`src/rtl/lsu_proto_pkg.sv`:
```
// Shared protocol definitions for the UART load/store link.
// Used by both the memory responder and the LSU initiator so that the
// command flag bytes and the FSM state encoding cannot drift apart.
//   FLAG_LOAD / FLAG_STORE : first byte of a transaction
//   state_t                : responder FSM state encoding
//   op_t                   : operation latched from the flag byte
package lsu_proto_pkg;

    localparam logic [7:0] FLAG_LOAD  = 8'h01;
    localparam logic [7:0] FLAG_STORE = 8'h02;

    typedef enum logic [3:0] {
        IDLE      = 4'd0,
        GET_ADDR  = 4'd1,
        GET_HIGH  = 4'd2,
        GET_LOW   = 4'd3,
        WRITE     = 4'd4,
        READ      = 4'd5,
        READ_WAIT = 4'd6,
        SEND_HIGH = 4'd7,
        SEND_LOW  = 4'd8
    } state_t;

    typedef enum logic {
        OP_LOAD  = 1'b0,
        OP_STORE = 1'b1
    } op_t;

    // True in the states that are waiting for the next received byte.
    function automatic logic is_rx_state(input state_t s);
        return (s == GET_ADDR) || (s == GET_HIGH) || (s == GET_LOW);
    endfunction

endpackage

```
`src/rtl/byte_timer.sv`:
```
// Inter-byte idle timer.
// Counts enabled cycles since the last clear and flags expiry once the
// count reaches TIMEOUT_CYCLES. The count holds at that value until cleared.
//   clk, reset : clock, synchronous active-low reset
//   clr        : restart counting from zero (takes priority over en)
//   en         : count this cycle
//   expired    : count has reached TIMEOUT_CYCLES
module byte_timer #(
    parameter logic [15:0] TIMEOUT_CYCLES = 16'd20000
) (
    input  logic clk,
    input  logic reset,
    input  logic clr,
    input  logic en,
    output logic expired
);

    logic [15:0] count;

    assign expired = (count == TIMEOUT_CYCLES);

    always_ff @(posedge clk) begin
        if (!reset) begin
            count <= 16'd0;
        end else if (clr) begin
            count <= 16'd0;
        end else if (en && !expired) begin
            count <= count + 16'd1;
        end
    end

endmodule

```
`src/rtl/uart_mem_responder.sv`:
```
// UART-driven memory responder.
// Decodes byte transactions arriving from a UART receiver:
//   LOAD : 01, addr          -> one-cycle mem_re, reply with data high then low byte
//   STORE: 02, addr, hi, lo  -> one-cycle mem_we, no reply
// Unknown flag bytes and inter-byte silence of TIMEOUT_CYCLES pulse err.
// All outputs are registered: the next-state logic also computes the next
// output values, which are clocked together with the state.
//   clk, reset          : clock, synchronous active-low reset
//   rx_do, rx_data      : received byte strobe and value
//   tx_done             : transmitter finished current byte
//   tx_start_out        : active-low transmit request, tx_data_out the byte
//   mem_addr, mem_wdata : memory address / write data
//   mem_we, mem_re      : one-cycle write / read strobes
//   mem_rdata           : read data, valid the cycle after mem_re
//   busy                : not in IDLE
//   err                 : one-cycle error pulse
module uart_mem_responder
    import lsu_proto_pkg::*;
#(
    parameter logic [15:0] TIMEOUT_CYCLES = 16'd20000
) (
    input  logic        clk,
    input  logic        reset,
    input  logic        rx_do,
    input  logic [7:0]  rx_data,
    input  logic        tx_done,
    output logic        tx_start_out,
    output logic [7:0]  tx_data_out,
    output logic [7:0]  mem_addr,
    output logic [15:0] mem_wdata,
    output logic        mem_we,
    output logic        mem_re,
    input  logic [15:0] mem_rdata,
    output logic        busy,
    output logic        err
);

    state_t      state, state_n;
    op_t         op, op_n;
    logic [15:0] hold, hold_n;
    logic [7:0]  mem_addr_n;
    logic [15:0] mem_wdata_n;
    logic        err_n;
    logic        tx_gap;
    logic        tx_start_n;
    logic [7:0]  tx_data_n;
    logic        timer_expired;

    // Timer runs only while waiting for a byte; any received byte and any
    // cycle outside the byte-wait states hold it at zero, so it is fresh on
    // entry to each wait state.
    byte_timer #(
        .TIMEOUT_CYCLES(TIMEOUT_CYCLES)
    ) u_timer (
        .clk    (clk),
        .reset  (reset),
        .clr    (rx_do || !is_rx_state(state)),
        .en     (is_rx_state(state)),
        .expired(timer_expired)
    );

    always_comb begin
        state_n     = state;
        op_n        = op;
        hold_n      = hold;
        mem_addr_n  = mem_addr;
        mem_wdata_n = mem_wdata;
        err_n       = 1'b0;
        tx_gap      = 1'b0;

        case (state)
            IDLE: begin
                if (rx_do) begin
                    if (rx_data == FLAG_LOAD) begin
                        op_n    = OP_LOAD;
                        state_n = GET_ADDR;
                    end else if (rx_data == FLAG_STORE) begin
                        op_n    = OP_STORE;
                        state_n = GET_ADDR;
                    end else begin
                        err_n = 1'b1;
                    end
                end
            end
            GET_ADDR: begin
                if (rx_do) begin
                    mem_addr_n = rx_data;
                    state_n    = (op == OP_LOAD) ? READ : GET_HIGH;
                end else if (timer_expired) begin
                    state_n = IDLE;
                    err_n   = 1'b1;
                end
            end
            GET_HIGH: begin
                if (rx_do) begin
                    mem_wdata_n[15:8] = rx_data;
                    state_n           = GET_LOW;
                end else if (timer_expired) begin
                    state_n = IDLE;
                    err_n   = 1'b1;
                end
            end
            GET_LOW: begin
                if (rx_do) begin
                    mem_wdata_n[7:0] = rx_data;
                    state_n          = WRITE;
                end else if (timer_expired) begin
                    state_n = IDLE;
                    err_n   = 1'b1;
                end
            end
            WRITE:     state_n = IDLE;
            READ:      state_n = READ_WAIT;
            READ_WAIT: begin
                hold_n  = mem_rdata;
                state_n = SEND_HIGH;
            end
            // tx_done only counts while our request is actually asserted, so
            // a done arriving in the gap cycle at the start of SEND_LOW is not
            // mistaken for completion of the low byte.
            SEND_HIGH: begin
                if (tx_done && !tx_start_out) begin
                    state_n = SEND_LOW;
                    tx_gap  = 1'b1;
                end
            end
            SEND_LOW: begin
                if (tx_done && !tx_start_out) begin
                    state_n = IDLE;
                end
            end
            default: state_n = IDLE;
        endcase

        // Request is released for one cycle between the two reply bytes.
        tx_start_n = !(((state_n == SEND_HIGH) || (state_n == SEND_LOW)) && !tx_gap);
        tx_data_n  = 8'h00;
        if (state_n == SEND_HIGH) begin
            tx_data_n = hold_n[15:8];
        end else if (state_n == SEND_LOW) begin
            tx_data_n = hold_n[7:0];
        end
    end

    always_ff @(posedge clk) begin
        if (!reset) begin
            state        <= IDLE;
            op           <= OP_LOAD;
            hold         <= 16'h0000;
            mem_addr     <= 8'h00;
            mem_wdata    <= 16'h0000;
            mem_we       <= 1'b0;
            mem_re       <= 1'b0;
            busy         <= 1'b0;
            err          <= 1'b0;
            tx_start_out <= 1'b1;
            tx_data_out  <= 8'h00;
        end else begin
            state        <= state_n;
            op           <= op_n;
            hold         <= hold_n;
            mem_addr     <= mem_addr_n;
            mem_wdata    <= mem_wdata_n;
            mem_we       <= (state_n == WRITE);
            mem_re       <= (state_n == READ);
            busy         <= (state_n != IDLE);
            err          <= err_n;
            tx_start_out <= tx_start_n;
            tx_data_out  <= tx_data_n;
        end
    end

endmodule

```
`config.mk`:
```
export PLATFORM = sky130hd
export DESIGN_NAME = uart_mem_responder
export DESIGN_NICKNAME = d
export VERILOG_FILES = /design/src/rtl/lsu_proto_pkg.sv /design/src/rtl/byte_timer.sv /design/src/rtl/uart_mem_responder.sv
export SDC_FILE = /design/constraint.sdc
export NUM_CORES = 1
export LEC_CHECK = 0
export ABC_CLOCK_PERIOD_IN_PS = 2400
export CAP_MARGIN = 20
export CORE_UTILIZATION = 50
export DETAILED_ROUTE_END_ITERATION = 6
export HOLD_SLACK_MARGIN = 0.02
export PLACE_DENSITY = 0.79
export SLEW_MARGIN = 0
export SYNTH_ARGS = -nofsm -noshare
export SYNTH_HDL_FRONTEND = slang
export SYNTH_SLANG_ARGS = --single-unit
```
`constraint.sdc`:
```
create_clock -name clk -period 2.4 [get_ports clk]
set_input_delay 0.48 -clock clk [delete_from_list [all_inputs] [get_ports clk]]
set_output_delay 0.48 -clock clk [all_outputs]
set_load 0.05 [all_outputs]
```
# [After elaboration in Yosys (flattened, before gate mapping)]
# Cells that the tools add are included.
[op_classes] n_reduce_logical=21 n_eq_ne=14 bitwise=1 mux=24 addsub=1
[op_table] op="4-bit two-way mux" n=9
[op_table] op="4-bit case mux with 8 select lines" n=1
[op_table] op="4-bit by 3-bit equality test with 1-bit output (second input constant)" n=6
[op_table] op="16-bit by 1-bit adder with 16-bit output (second input constant)" n=1
[op_table] op="16-bit by 15-bit equality test with 1-bit output (second input constant)" n=1
[op_table] op="16-bit two-way mux" n=1
[op_table] op="8-bit two-way mux" n=2
[op_table] op="1-bit two-way mux" n=9
[op_table] op="4-bit by 2-bit equality test with 1-bit output (second input constant)" n=2
[op_table] op="4-bit equality test (second input constant)" n=2
[op_table] op="8-bit by 1-bit equality test with 1-bit output (second input constant)" n=1
[op_table] op="8-bit by 2-bit equality test with 1-bit output (second input constant)" n=1
[op_table] op="2-bit AND reduction" n=3
[op_table] op="1-bit logical NOT" n=5
[op_table] op="4-bit by 1-bit equality test with 1-bit output (second input constant)" n=1
[op_table] op="4-bit logical NOT" n=1
[op_table] op="1-bit logical OR" n=4
[op_table] op="4-bit nonzero test" n=1
[op_table] op="1-bit logical AND" n=3
[op_table] op="3-bit two-way mux" n=1
[op_table] op="3-bit AND reduction" n=1
[op_table] op="3-bit OR reduction" n=1
[op_table] op="1-bit case mux with 2 select lines" n=1
[op_table] op="2-bit nonzero test" n=1
[op_table] op="other kinds (2)" n=2
[word_totals] output_inout_bits=37 wordCells=74 in_bits=28 regBits=74

# [Depth between registers and ports, before layout]
# Gate-level depths: netlist (run 1).
[logic_depth] ltp_word=9 mapped_depth=9 ltp_nobuf=7

# [By module]
# A second synthesis (run 1) with hierarchy kept.
[unflattened] cells_unflattened=332 hier_area_um2=3171.8
[by_module_without_submodules] module="uart_mem_responder" n_inst=1 area_each_um2=2353.5 cells_per_inst=234 seq_area_each_um2=1161.1
[by_module_without_submodules] module="byte_timer" n_inst=1 area_each_um2=818.3 cells_per_inst=98 seq_area_each_um2=320.3

# [Least setup slack after synthesis (run 1)]
# No wires, ideal clock.
[synth_path] path_kind="reg2reg" startpoint="register u_timer.count[0]" endpoint="register u_timer.count[7]" required_ns=2.283 t_arrival_ns=1.623 slack_ns=0.660 synth_period_minus_slack_ns=1.740 setup_ns=0.117 stages_incl_launch_ff=10 path_cell_list="dfxtp_1 -> inv_1 -> ha_1 -> nor4bb_1 -> and4_1 -> buf_4 -> buf_6 -> nor4_1 -> xnor2_1 -> nor2_1"
[synth_via] elab_chain_cells=3
[synth_rtl] element="from (decl)" line_no="byte_timer.sv:18" text="logic [15:0] count;"
[synth_rtl] element="from (signal assigned)" line_no="byte_timer.sv:28" text="count <= count + 16'd1;"
[synth_rtl] element="parallel branches: the longest is 3 deep, another holds 16-bit by 1-bit adder with 16-bit output"
# Several ways; the timed one is not identified.
# A chain may end at the register's enable or synchronous reset.

# [Final worst setup path (run 1)]
[layout_path] startpoint="register u_timer.count[0]" endpoint="register busy"
[layout_via] elab_chain_cells=5
[layout_rtl] element="16-bit by 15-bit equality test with 1-bit output *" line_no="byte_timer.sv:20" text="assign expired = (count == TIMEOUT_CYCLES);"
[layout_rtl] element="4-bit two-way mux *" line_no="uart_mem_responder.sv:89, uart_mem_responder.sv:98, uart_mem_responder.sv:107"
[layout_rtl] element="4-bit two-way mux (on tied branches)" line_no="uart_mem_responder.sv:104, uart_mem_responder.sv:86, uart_mem_responder.sv:95"
[layout_rtl] element="4-bit case mux with 8 select lines *" line_no="uart_mem_responder.sv:71" text="case (state)"
[layout_rtl] element="4-bit nonzero test *" line_no="uart_mem_responder.sv:166" text="busy <= (state_n != IDLE);"
[layout_rtl] element="to (signal assigned)" line_no="uart_mem_responder.sv:166"
[layout_rtl] element="to (decl)" line_no="uart_mem_responder.sv:34" text="output logic busy,"
# Mark *: on every way between the ends. The rest lies on a longest branch, timed or not.

==> flow_summary.rst, run 1 <==
.. list-table::
   :header-rows: 1

   * - Metric
     - Value
   * - Result of the run
     - complete, no violations
   * - Worst hold path class
     - reg -> reg
   * - Number of enable flip-flop cells after synthesis
     - 0
   * - Post-Place Cells
     - 468
   * - Global-route wire length before repair
     - 11100 um
   * - Slowest cell on the critical path
     - sky130_fd_sc_hd__and4_1
   * - Most common cell in the netlist
     - sky130_fd_sc_hd__dfxtp_1
   * - Clock insertion delay at the later pin of the skew report
     - 330 ps
   * - Antenna Diode Count
     - 0
   * - Gate count after technology mapping
     - 330
   * - Cell type contributing the most total cell area after synthesis
     - sky130_fd_sc_hd__dfxtp_1
   * - Cell area after placement
     - 3830 um^2
   * - Yosys synthesis warning count
     - 0
   * - GR Util All Layers
     - 22.3%
   * - Post-Syn Nets
     - 360
   * - Leak Pwr
     - 1.43 nW
   * - Total setup violations reported at the end of the flow
     - 0
   * - Unique cell type count in the Yosys netlist
     - 48
   * - Fraction of final layout cells with drive strength greater than 1
     - 10.8%
   * - Vertical die dimension
     - 80.5 um
   * - Hold path cells
     - 2
   * - Die width
     - 80.5 um
   * - CTS Hold Buffers Added
     - 0
   * - Top FF cell, synth
     - sky130_fd_sc_hd__dfxtp_1
   * - CTS Sinks
     - 74
   * - Final core utilization
     - 67.4%
   * - Total Neg Setup Slack
     - 0 ps
   * - Fin area
     - 3990 um^2
   * - Worst-Margin Slew
     - 525 ps
   * - Area of the core
     - 5920 um^2
   * - Worst hold slack
     - 457 ps
   * - FP Rows
     - 28
   * - Remaining routing DRC violations
     - 0
   * - Register-to-Register Path Depth
     - 7
   * - Critical Path RT
     - 2620 ps
   * - Routed WL per cell
     - 13.6 um
   * - Reg clk slew, reported paths
     - 70 ps
   * - Grt ovf
     - 0
   * - Largest delay contributor family on the critical path
     - simple AND/OR/NAND/NOR gates
   * - Unrepaired setup endpoints after global routing
     - no
   * - Detailed Place HPWL
     - 4790 um
   * - Slew headroom
     - 64.9%
   * - Power Dens Cells
     - 537 nW/um^2
   * - CTS tree
     - built
   * - Num CTS Buffers
     - 9
   * - Crit path buffers/inverters
     - 1
   * - Average size of a mapped cell
     - 9.34 um^2
   * - Depth of the critical timing path with buffers and inverters included
     - 7
   * - Post-CTS sizing
     - 0
   * - Final worst clock skew
     - 8.08 ps
   * - Post-layout instance count excluding filler cells
     - 483
   * - Maximum number of pins on one net before global-route repair
     - 29
   * - Number of register bits inferred by synthesis
     - 74
   * - Kind of end point of the critical path
     - flop
   * - Crit start category
     - flop
   * - List of cells traversed by the critical path
     - inv_1, ha_1, nor4bb_1, and4_1, a22o_1, nand3b_1, o31a_1
   * - Maximum fanout count along the critical path
     - 11
   * - Type of the worst setup path
     - reg -> reg
   * - Final-stage net count
     - 434
   * - GPL Wtd Cong
     - 0.821
   * - Crit path arrival time
     - 2320 ps
   * - Mapped Area
     - 3080 um^2
   * - Max VDD drop
     - 0.000322 V
   * - Time the worst path needs with I/O delays and setup
     - 2100 ps
   * - Sequential cell area fraction in the yosys report
     - 48.1%
   * - Number of failing hold endpoints at the final stage
     - 0
   * - Longest individual stage delay on the worst path
     - 490 ps
   * - H-tree depth
     - 3
   * - Asr flop ratio synth
     - 0%
   * - Iteration count of the initial detailed-routing pass
     - 4
   * - I/O pin total
     - 65
   * - Full die area
     - 6480 um^2
   * - Top post-synthesis cells by area
     - sky130_fd_sc_hd__dfxtp_1 (48%), sky130_fd_sc_hd__mux2i_1 (8.1%), sky130_fd_sc_hd__nor2_1 (6.7%), sky130_fd_sc_hd__nand2_1 (4.5%), sky130_fd_sc_hd__xnor2_1 (4.3%)
   * - Post-route ant nets
     - 0
   * - FMAX
     - 477 MHz
   * - Sum of routed wire length over all layers
     - 6550 um
   * - Total via count in the routed design
     - 2595
   * - Starting DRC count in detailed routing
     - 147
   * - MaxCap Viol Count
     - 0
   * - Max-slew violation count
     - 0
   * - Clock Tree Root
     - sky130_fd_sc_hd__clkbuf_8
   * - Number of antenna violations at the first check in global routing
     - 0
   * - Vias in the first global route
     - 2454
   * - Synth-to-layout area growth
     - 29.6%
   * - Post CTS Setup Buffer Count
     - 0
   * - Starting density of the core
     - 52.0%
   * - Via density per instance
     - 5.37
   * - Area fraction of the dominant cell type after synthesis
     - 48.1%
   * - Tcrit/Tclk final
     - 87.4%
   * - Port buffer count
     - 64
   * - Most instantiated cells after synthesis
     - sky130_fd_sc_hd__dfxtp_1 (74), sky130_fd_sc_hd__nor2_1 (55), sky130_fd_sc_hd__nand2_1 (37), sky130_fd_sc_hd__mux2i_1 (25), sky130_fd_sc_hd__xnor2_1 (15)
   * - Longest Clk Path Bufs
     - 2
cell usage in the layout (no fill, tap or decap), types with 4 or more instances in the layout:
cell,netlist,routed
sky130_fd_sc_hd__nor4_1,11,11
sky130_fd_sc_hd__a21oi_1,11,11
sky130_fd_sc_hd__dfxtp_1,74,74
sky130_fd_sc_hd__nand2_1,37,37
sky130_fd_sc_hd__clkbuf_8,0,10
sky130_fd_sc_hd__nand3_1,13,13
sky130_fd_sc_hd__a21oi_2,8,8
sky130_fd_sc_hd__clkdlybuf4s50_1,0,64
sky130_fd_sc_hd__mux2i_1,25,25
sky130_fd_sc_hd__xnor2_1,15,15
sky130_fd_sc_hd__inv_1,6,6
sky130_fd_sc_hd__nor2_1,55,55
sky130_fd_sc_hd__and2_1,4,4
sky130_fd_sc_hd__buf_4,1,14
sky130_fd_sc_hd__o22a_1,8,8
per-layer routing:
| layer | GRT usage [%] | wire length [um] | up-vias |
|---|---|---|---|
| li1 | - | - | 1293 |
| met5 | 0 | 0 | - |
| met1 | 27.7 | 2970 | 1236 |
| met4 | 9.64 | 75 | 0 |
| met2 | 36.9 | 3210 | 58 |
| met3 | 4.77 | 297 | 8 |
report_power, final:
group | internal [W] | switching, W | total (W)
Clock | 0.000400 | 0.000414 | 0.000813
Combinational | 0.0000543 | 0.0000466 | 0.000101
Sequential | 0.00123 | 0.000000800 | 0.00123
per-stage QoR:
step | total power (W) | setup WS, ps
5_1_grt | 0.00223 | 127
3_3_place_gp | 0.00136 | 145
6_report | 0.00214 | 302
3_5_place_dp | 0.00136 | 92.9
4_1_cts | 0.00216 | 305
2_1_floorplan | 0.00129 | 660
kinds of logic after synthesis:
group | synth area share [%]
DFF | 48.1
xor gates and xnor gates | 4.55
AOI/OAI and AO/OA | 9.14
buffers and inverters | 3.82
and+or+nand+nor | 25.5
adders and majority gates | 0.812
muxes | 8.12
final timing paths:
path                                  startpoint       endpoint  slack, ps
worst max register to register  u_timer.count[0]           busy        300
worst min-delay path               mem_wdata[12]  mem_wdata[12]        460
worst min register to register     mem_wdata[12]  mem_wdata[12]        460
worst max-delay path            u_timer.count[0]           busy        300
area by class of cell:
type                    count  area [um^2]
clock buffers              13          149
clock inverters             2         13.8
fillers                   488         1930
inverters                   7         26.3
multi-input cells         234         1480
flip-flops and latches     74         1480
well taps                  75         93.8
repair buffers             78          746
sequential cells by signal, summed over array words and instances (netlist names):
name,count
tx_data_out,8
tx_start_out,1
err,1
u_timer.count,16
hold,16
state,4
mem_we,1
mem_wdata,16
busy,1
op,1
mem_addr,8
mem_re,1
worst reg2reg max path, cell delays in order, from the launching register on:
cell and delay [ps]:
sky130_fd_sc_hd__dfxtp_1 340, sky130_fd_sc_hd__inv_1 90, sky130_fd_sc_hd__ha_1 160, sky130_fd_sc_hd__nor4bb_1 210
sky130_fd_sc_hd__and4_1 490, sky130_fd_sc_hd__a22o_1 210, sky130_fd_sc_hd__nand3b_1 150, sky130_fd_sc_hd__o31a_1 330
Note: power is estimated with default switching activity, not from simulation.
==> inputs of run 2 (changes only) <==
- CORE_UTILIZATION: 50 -> 51
- SYNTH_HIERARCHICAL: unset -> 1
==> run 2 against run 1 <==
Net effect:
- setup slack got worse by 12 ps
- synthesized cell count up 0.61%
- non-clock buffer count up 1
- largest power group unchanged
==> flow_summary.rst, run 2 <==
.. list-table::
   :header-rows: 1

   * - Metric
     - Value
   * - Result of the run
     - complete, no violations
   * - Final-stage net count
     - 434
   * - CTS Hold Buffers Added
     - 0
   * - Switching fraction of total power
     - 21.0%
   * - I/O pin total
     - 65
   * - CTS tree
     - built
   * - Num CTS Buffers
     - 9
   * - Total via count in the routed design
     - 2613
   * - Total setup violations reported at the end of the flow
     - 0
   * - Post CTS Setup Buffer Count
     - 0
   * - Via density per instance
     - 5.40
   * - Longest Clk Path Bufs
     - 2
   * - Most common cell in the netlist
     - sky130_fd_sc_hd__dfxtp_1
   * - Sequential cell area fraction in the yosys report
     - 46.7%
   * - Sum of routed wire length over all layers
     - 7150 um
   * - Clock Tree Root
     - sky130_fd_sc_hd__clkbuf_8
   * - Post-Syn Nets
     - 362
   * - Yosys synthesis warning count
     - 6
   * - Type of the worst setup path
     - reg -> reg
   * - Total Neg Setup Slack
     - 0 ps
   * - Mapped Area
     - 3170 um^2
   * - Post-CTS sizing
     - 0
   * - Final core utilization
     - 69.2%
   * - Register-to-Register Path Depth
     - 6
   * - Post-route ant nets
     - 0
   * - Die width
     - 80.9 um
   * - Number of failing hold endpoints at the final stage
     - 0
   * - Hold path cells
     - 2
   * - Number of antenna violations at the first check in global routing
     - 0
   * - Unique cell type count in the Yosys netlist
     - 57
   * - Clock network fraction of total power
     - 44.2%
   * - Max-slew violation count
     - 0
   * - Most frequent cells in the layout
     - sky130_fd_sc_hd__dfxtp_1 (74), sky130_fd_sc_hd__clkdlybuf4s50_1 (64), sky130_fd_sc_hd__mux2i_1 (32)
   * - Total met3 wirelength after detailed routing
     - 259 um
   * - Placement Setup Slack
     - 312 ps
   * - Leading registers by flop count
     - hold x16, mem_wdata x16, u_timer/count x16
   * - Global-route wire length before repair
     - 11300 um
   * - CTS Sinks
     - 74
   * - FMAX
     - 474 MHz
   * - PnR Total Power
     - 0.00241 W
   * - Grt ovf
     - 0
   * - Clock insertion delay at the later pin of the skew report
     - 350 ps
   * - Port buffer count
     - 64
   * - Worst-Margin Slew
     - 570 ps
   * - Unrepaired setup endpoints after global routing
     - no
   * - Internal power
     - 0.00190 W
   * - Remaining routing DRC violations
     - 0
   * - GR Util All Layers
     - 22.8%
   * - Most common cell after layout, fill and taps aside
     - sky130_fd_sc_hd__dfxtp_1
   * - Top FF cell, synth
     - sky130_fd_sc_hd__dfxtp_1
   * - Comb power frac
     - 4.6%
   * - Synth-to-layout area growth
     - 30.0%
   * - Detailed Place HPWL
     - 5090 um
   * - Crit start category
     - flop
   * - Critical Path RT
     - 2690 ps
   * - Part of the total power dissipated in sequential elements
     - 51.1%
   * - Full die area
     - 6540 um^2
   * - Iteration count of the initial detailed-routing pass
     - 4
   * - Top post-synthesis cells by area
     - sky130_fd_sc_hd__dfxtp_1 (47%), sky130_fd_sc_hd__mux2i_1 (10%), sky130_fd_sc_hd__nor2b_1 (5.1%), sky130_fd_sc_hd__nor2_1 (3.7%), sky130_fd_sc_hd__nand2_1 (3.0%)
   * - Vias in the first global route
     - 2359
   * - Power Dens Cells
     - 584 nW/um^2
   * - FP Rows
     - 28
   * - Cell type contributing the most total cell area after synthesis
     - sky130_fd_sc_hd__dfxtp_1
   * - Kind of end point of the critical path
     - flop
   * - Antenna Diode Count
     - 0
   * - M1 WL
     - 3370 um
   * - Leak Pwr
     - 1.50 nW
   * - Most instantiated cells after synthesis
     - sky130_fd_sc_hd__dfxtp_1 (74), sky130_fd_sc_hd__mux2i_1 (32), sky130_fd_sc_hd__nor2_1 (31), sky130_fd_sc_hd__nor2b_1 (26), sky130_fd_sc_hd__nand2_1 (25)
   * - Fraction of final layout cells with drive strength greater than 1
     - 9.78%
   * - Max VDD drop
     - 0.000411 V
   * - GPL Wtd Cong
     - 0.888
   * - Top Layer Used
     - met4
   * - Time the worst path needs with I/O delays and setup
     - 2110 ps
   * - Reg clk slew, reported paths
     - 80 ps
   * - Area of the core
     - 5960 um^2
   * - MaxCap Viol Count
     - 0
   * - Maximum fanout count along the critical path
     - 13
   * - Net Sw Power
     - 0.000506 W
   * - Gate count after technology mapping
     - 332
   * - Number of inserted filler cells in the final layout
     - 480
   * - Starting density of the core
     - 53.3%
   * - Number of register bits inferred by synthesis
     - 74
   * - H-tree depth
     - 3
   * - Starting DRC count in detailed routing
     - 148
   * - Area fraction of the dominant cell type after synthesis
     - 46.7%
   * - Routed WL per cell
     - 14.8 um
   * - Number of enable flip-flop cells after synthesis
     - 0
   * - Final worst clock skew
     - 6.43 ps
   * - Routed length on met2
     - 3410 um
   * - Slew headroom
     - 61.9%
   * - Worst hold path class
     - reg -> reg
   * - Crit path arrival time
     - 2400 ps
   * - Vertical die dimension
     - 80.9 um
   * - Final Worst Setup Slack
     - 290 ps
   * - Maximum number of pins on one net before global-route repair
     - 19
   * - Tcrit/Tclk final
     - 87.9%
   * - Average size of a mapped cell
     - 9.55 um^2
   * - Asr flop ratio synth
     - 0%
run 2: cell count changes after synthesis, sizes merged, moves of 9 or more:
cell   delta
nor2b    +22
nor2     -23
nor4      -9
a21oi    -13
nand2    -13
run 2: cells by family (layout without fill, tap and decap cells):
logic type | after synthesis | after routing | share of synthesized area (%)
fa+ha+maj | 2 | 2 | 0.789
buf+inv | 27 | 104 | 4.69
flops | 74 | 74 | 46.7
mux | 32 | 32 | 10.1
simple gates | 138 | 138 | 23.7
xor+xnor | 9 | 9 | 2.49
compound gates | 50 | 50 | 11.5
run 2: path summary, 6_finish.rpt:
path                            end  slack [ps]          start
setup / recovery  u_timer/count[14]         290       state[0]
hold reg to reg       mem_wdata[15]         460  mem_wdata[15]
hold / removal        mem_wdata[15]         460  mem_wdata[15]
setup reg to reg  u_timer/count[14]         290       state[0]
run 2: final cells by class:
| class | count | area, um^2 | share of cell area (%) |
|---|---|---|---|
| clock buffer | 11 | 141 | 3.43 |
| clock inverter | 5 | 77.6 | 1.88 |
| inverter | 9 | 33.8 | 0.819 |
| multi-input combinational | 231 | 1540 | 37.4 |
| sequential | 74 | 1480 | 35.9 |
| tap | 75 | 93.8 | 2.28 |
| timing repair buffer | 79 | 753 | 18.3 |
run 2: worst max-delay path, cell delays in order, from the launching register on:
cell,delay [ps]
sky130_fd_sc_hd__dfxtp_1,590
sky130_fd_sc_hd__nor2_2,60
sky130_fd_sc_hd__nor2_1,160
sky130_fd_sc_hd__inv_1,100
sky130_fd_sc_hd__or4_4,570
sky130_fd_sc_hd__or4_1,490
sky130_fd_sc_hd__nand2_1,80
run 2: power by group through the flow:
stage / registers (W) / clock network, W / logic (W)
5_1_grt: 0.00123 / 0.00114 / 0.000119
2_1_floorplan: 0.00127 / 0 / 0.0000340
3_5_place_dp: 0.00126 / 0 / 0.000111
4_1_cts: 0.00123 / 0.00107 / 0.000112
3_3_place_gp: 0.00126 / 0 / 0.000110
6_report: 0.00123 / 0.00106 / 0.000112
run 2: metal layers:
| layer | vias up | track usage [%] |
|---|---|---|
| li1 | 1311 | - |
| met1 | 1237 | 28.8 |
| met2 | 51 | 37.4 |
| met3 | 14 | 3.82 |
| met4 | 0 | 11.4 |
| met5 | - | 0 |
run 2: per-stage QoR:
step / cells / instance area (um^2) / hold WS [ps]
detailed placement: 468 / 3900 / 449
CTS: 484 / 4120 / 460
global route: 484 / 4120 / 481
finish: 484 / 4120 / 458
global placement: 468 / 3900 / 445
floorplan: 332 / 3170 / 473
==> inputs of run 3 (changes only) <==
- CORE_ASPECT_RATIO: unset -> 1.4
- CORE_UTILIZATION: 51 -> 55
- DONT_BUFFER_PORTS: unset -> 1
- PLACE_DENSITY: 0.79 -> 0.7
==> run 3 against run 2 <==
Net effect:
- first-iteration DRC count is 44% lower
- global-route usage is 0.28 points lower
- hold slack worse by 250 ps
- sequential power hardly changed
- final area is 17% lower
- power is 2.6% lower
- critical path type unchanged
- critical endpoint unchanged
==> flow_summary.rst, run 3 (synthesized netlist as in run 2, its figures left out) <==
.. list-table::
   :header-rows: 1

   * - Metric
     - Value
   * - Most frequent cells in the layout
     - sky130_fd_sc_hd__dfxtp_1 (74), sky130_fd_sc_hd__mux2i_1 (32), sky130_fd_sc_hd__nor2_1 (31)
   * - Sum of routed wire length over all layers
     - 6260 um
   * - Post-CTS sizing
     - 0
   * - Kind of end point of the critical path
     - flop
   * - Total via count in the routed design
     - 2283
   * - Total Neg Setup Slack
     - 0 ps
   * - Total setup violations reported at the end of the flow
     - 0
   * - I/O pin total
     - 65
   * - Die width
     - 66.2 um
   * - Final-stage net count
     - 363
   * - Most common cell after layout, fill and taps aside
     - sky130_fd_sc_hd__dfxtp_1
   * - Unrepaired setup endpoints after global routing
     - no
   * - Tcrit/Tclk final
     - 84.1%
   * - Routed length on met2
     - 3090 um
   * - Antenna Diode Count
     - 0
   * - Crit start category
     - flop
   * - MaxCap Viol Count
     - 0
   * - H-tree depth
     - 3
   * - Worst-Margin Slew
     - 574 ps
   * - CTS Hold Buffers Added
     - 0
   * - Post CTS Setup Buffer Count
     - 0
   * - Fraction of final layout cells with drive strength greater than 1
     - 9.47%
   * - Global-route wire length before repair
     - 10400 um
   * - Leak Pwr
     - 1.23 nW
   * - Vias in the first global route
     - 2228
   * - Max-slew violation count
     - 0
   * - Vertical die dimension
     - 91.9 um
   * - Fin area
     - 3420 um^2
   * - Slew headroom
     - 61.7%
   * - Time the worst path needs with I/O delays and setup
     - 2020 ps
   * - CTS tree
     - built
   * - Clock insertion delay at the later pin of the skew report
     - 350 ps
   * - Remaining routing DRC violations
     - 0
   * - Power Dens Cells
     - 685 nW/um^2
   * - Number of failing hold endpoints at the final stage
     - 0
   * - FMAX
     - 495 MHz
   * - Full die area
     - 6080 um^2
   * - Result of the run
     - complete, no violations
   * - GPL Wtd Cong
     - 0.836
   * - Port buffer count
     - 0
   * - Clock Tree Root
     - sky130_fd_sc_hd__clkbuf_8
   * - Longest Clk Path Bufs
     - 2
   * - Routed WL per cell
     - 15.4 um
   * - Worst hold slack
     - 211 ps
   * - FP Rows
     - 32
   * - Grt ovf
     - 0
   * - Final Worst Setup Slack
     - 382 ps
   * - GR Util All Layers
     - 22.5%
   * - Synth-to-layout area growth
     - 7.89%
   * - Num CTS Buffers
     - 9
   * - Placement Setup Slack
     - 388 ps
   * - PnR Total Power
     - 0.00234 W
   * - Maximum number of pins on one net before global-route repair
     - 38
   * - Area of the core
     - 5530 um^2
   * - Slowest cell on the critical path
     - sky130_fd_sc_hd__or4_4
   * - Reg clk slew, reported paths
     - 70 ps
   * - Starting density of the core
     - 57.4%
   * - Leading registers by flop count
     - hold x16, mem_wdata x16, u_timer/count x16
   * - Via density per instance
     - 5.62
   * - Longest individual stage delay on the worst path
     - 560 ps
   * - Number of antenna violations at the first check in global routing
     - 0
   * - Cell area after placement
     - 3200 um^2
   * - Crit path arrival time
     - 2310 ps
   * - Detailed Place HPWL
     - 4320 um
   * - Final worst clock skew
     - 5.81 ps
   * - Total met3 wirelength after detailed routing
     - 357 um
   * - List of cells traversed by the critical path
     - or2_1, nor2_1, inv_1, or4_4, or4_1, nand2_1
   * - Iteration count of the initial detailed-routing pass
     - 4
   * - Top Layer Used
     - met4
   * - Maximum fanout count along the critical path
     - 6
   * - Worst hold path class
     - in -> reg
   * - Max VDD drop
     - 0.000482 V
   * - Critical Path RT
     - 2690 ps
   * - Post-route ant nets
     - 0
   * - M1 WL
     - 2660 um
   * - Type of the worst setup path
     - reg -> reg
   * - CTS Sinks
     - 74
   * - Starting DRC count in detailed routing
     - 83
[run 3: changes by cell type in the layout (fill, tap and decap cells not counted)]
cell                              previous run  this run
sky130_fd_sc_hd__clkbuf_1                    1         2
sky130_fd_sc_hd__clkinvlp_4                  1         2
sky130_fd_sc_hd__buf_4                      15         8
sky130_fd_sc_hd__clkdlybuf4s50_1            64         0
sky130_fd_sc_hd__clkinv_2                    2         0
[run 3: power by group]
part	internal (W)	leakage, nW	total (W)	switching (W)
Combinational	0.0000166	0.533	0.0000370	0.0000204
Clock	0.000615	0.103	0.00107	0.000455
Sequential	0.00123	0.596	0.00124	0.00000794
Total	0.00186	1.23	0.00234	0.000483
[run 3: area by class of cell]
cell class | instances | area [um^2]
inverter | 9 | 33.8
timing repair buffer | 8 | 60.1
fill | 503 | 2100
sequential | 74 | 1480
clock inverter | 4 | 75.1
tap | 68 | 85.1
multi-input combinational | 231 | 1540
clock buffer | 12 | 145
[run 3: worst paths after layout]
check / start / endpoint / slack (ps) / cells after the start
max reg2reg: state[2] / u_timer/count[14] / 380 / 6
min: reset / tx_start_out / 210 / 1
min reg2reg: hold[7] / hold[7] / 510 / 2
max: state[2] / u_timer/count[14] / 380 / 6
[run 3: critical path: cells and delay by family, from the launching register on]
family | cells | cell delay [ps]
buf+inv | 1 | 90
simple gates | 5 | 1510
flops | 1 | 350
[run 3: per-stage QoR]
stage,instances,util (%)
floorplan,332,-
global placement,390,57.9
detailed placement,390,57.9
CTS,406,61.9
global route,406,61.9
finish,406,61.9
[run 3: per-layer routing]
metal  GRT usage [%]  vias to the layer above
met5               0                        -
met3            7.46                       15
met2            38.1                       55
li1                -                     1160
met4            11.3                        0
met1            24.4                     1053
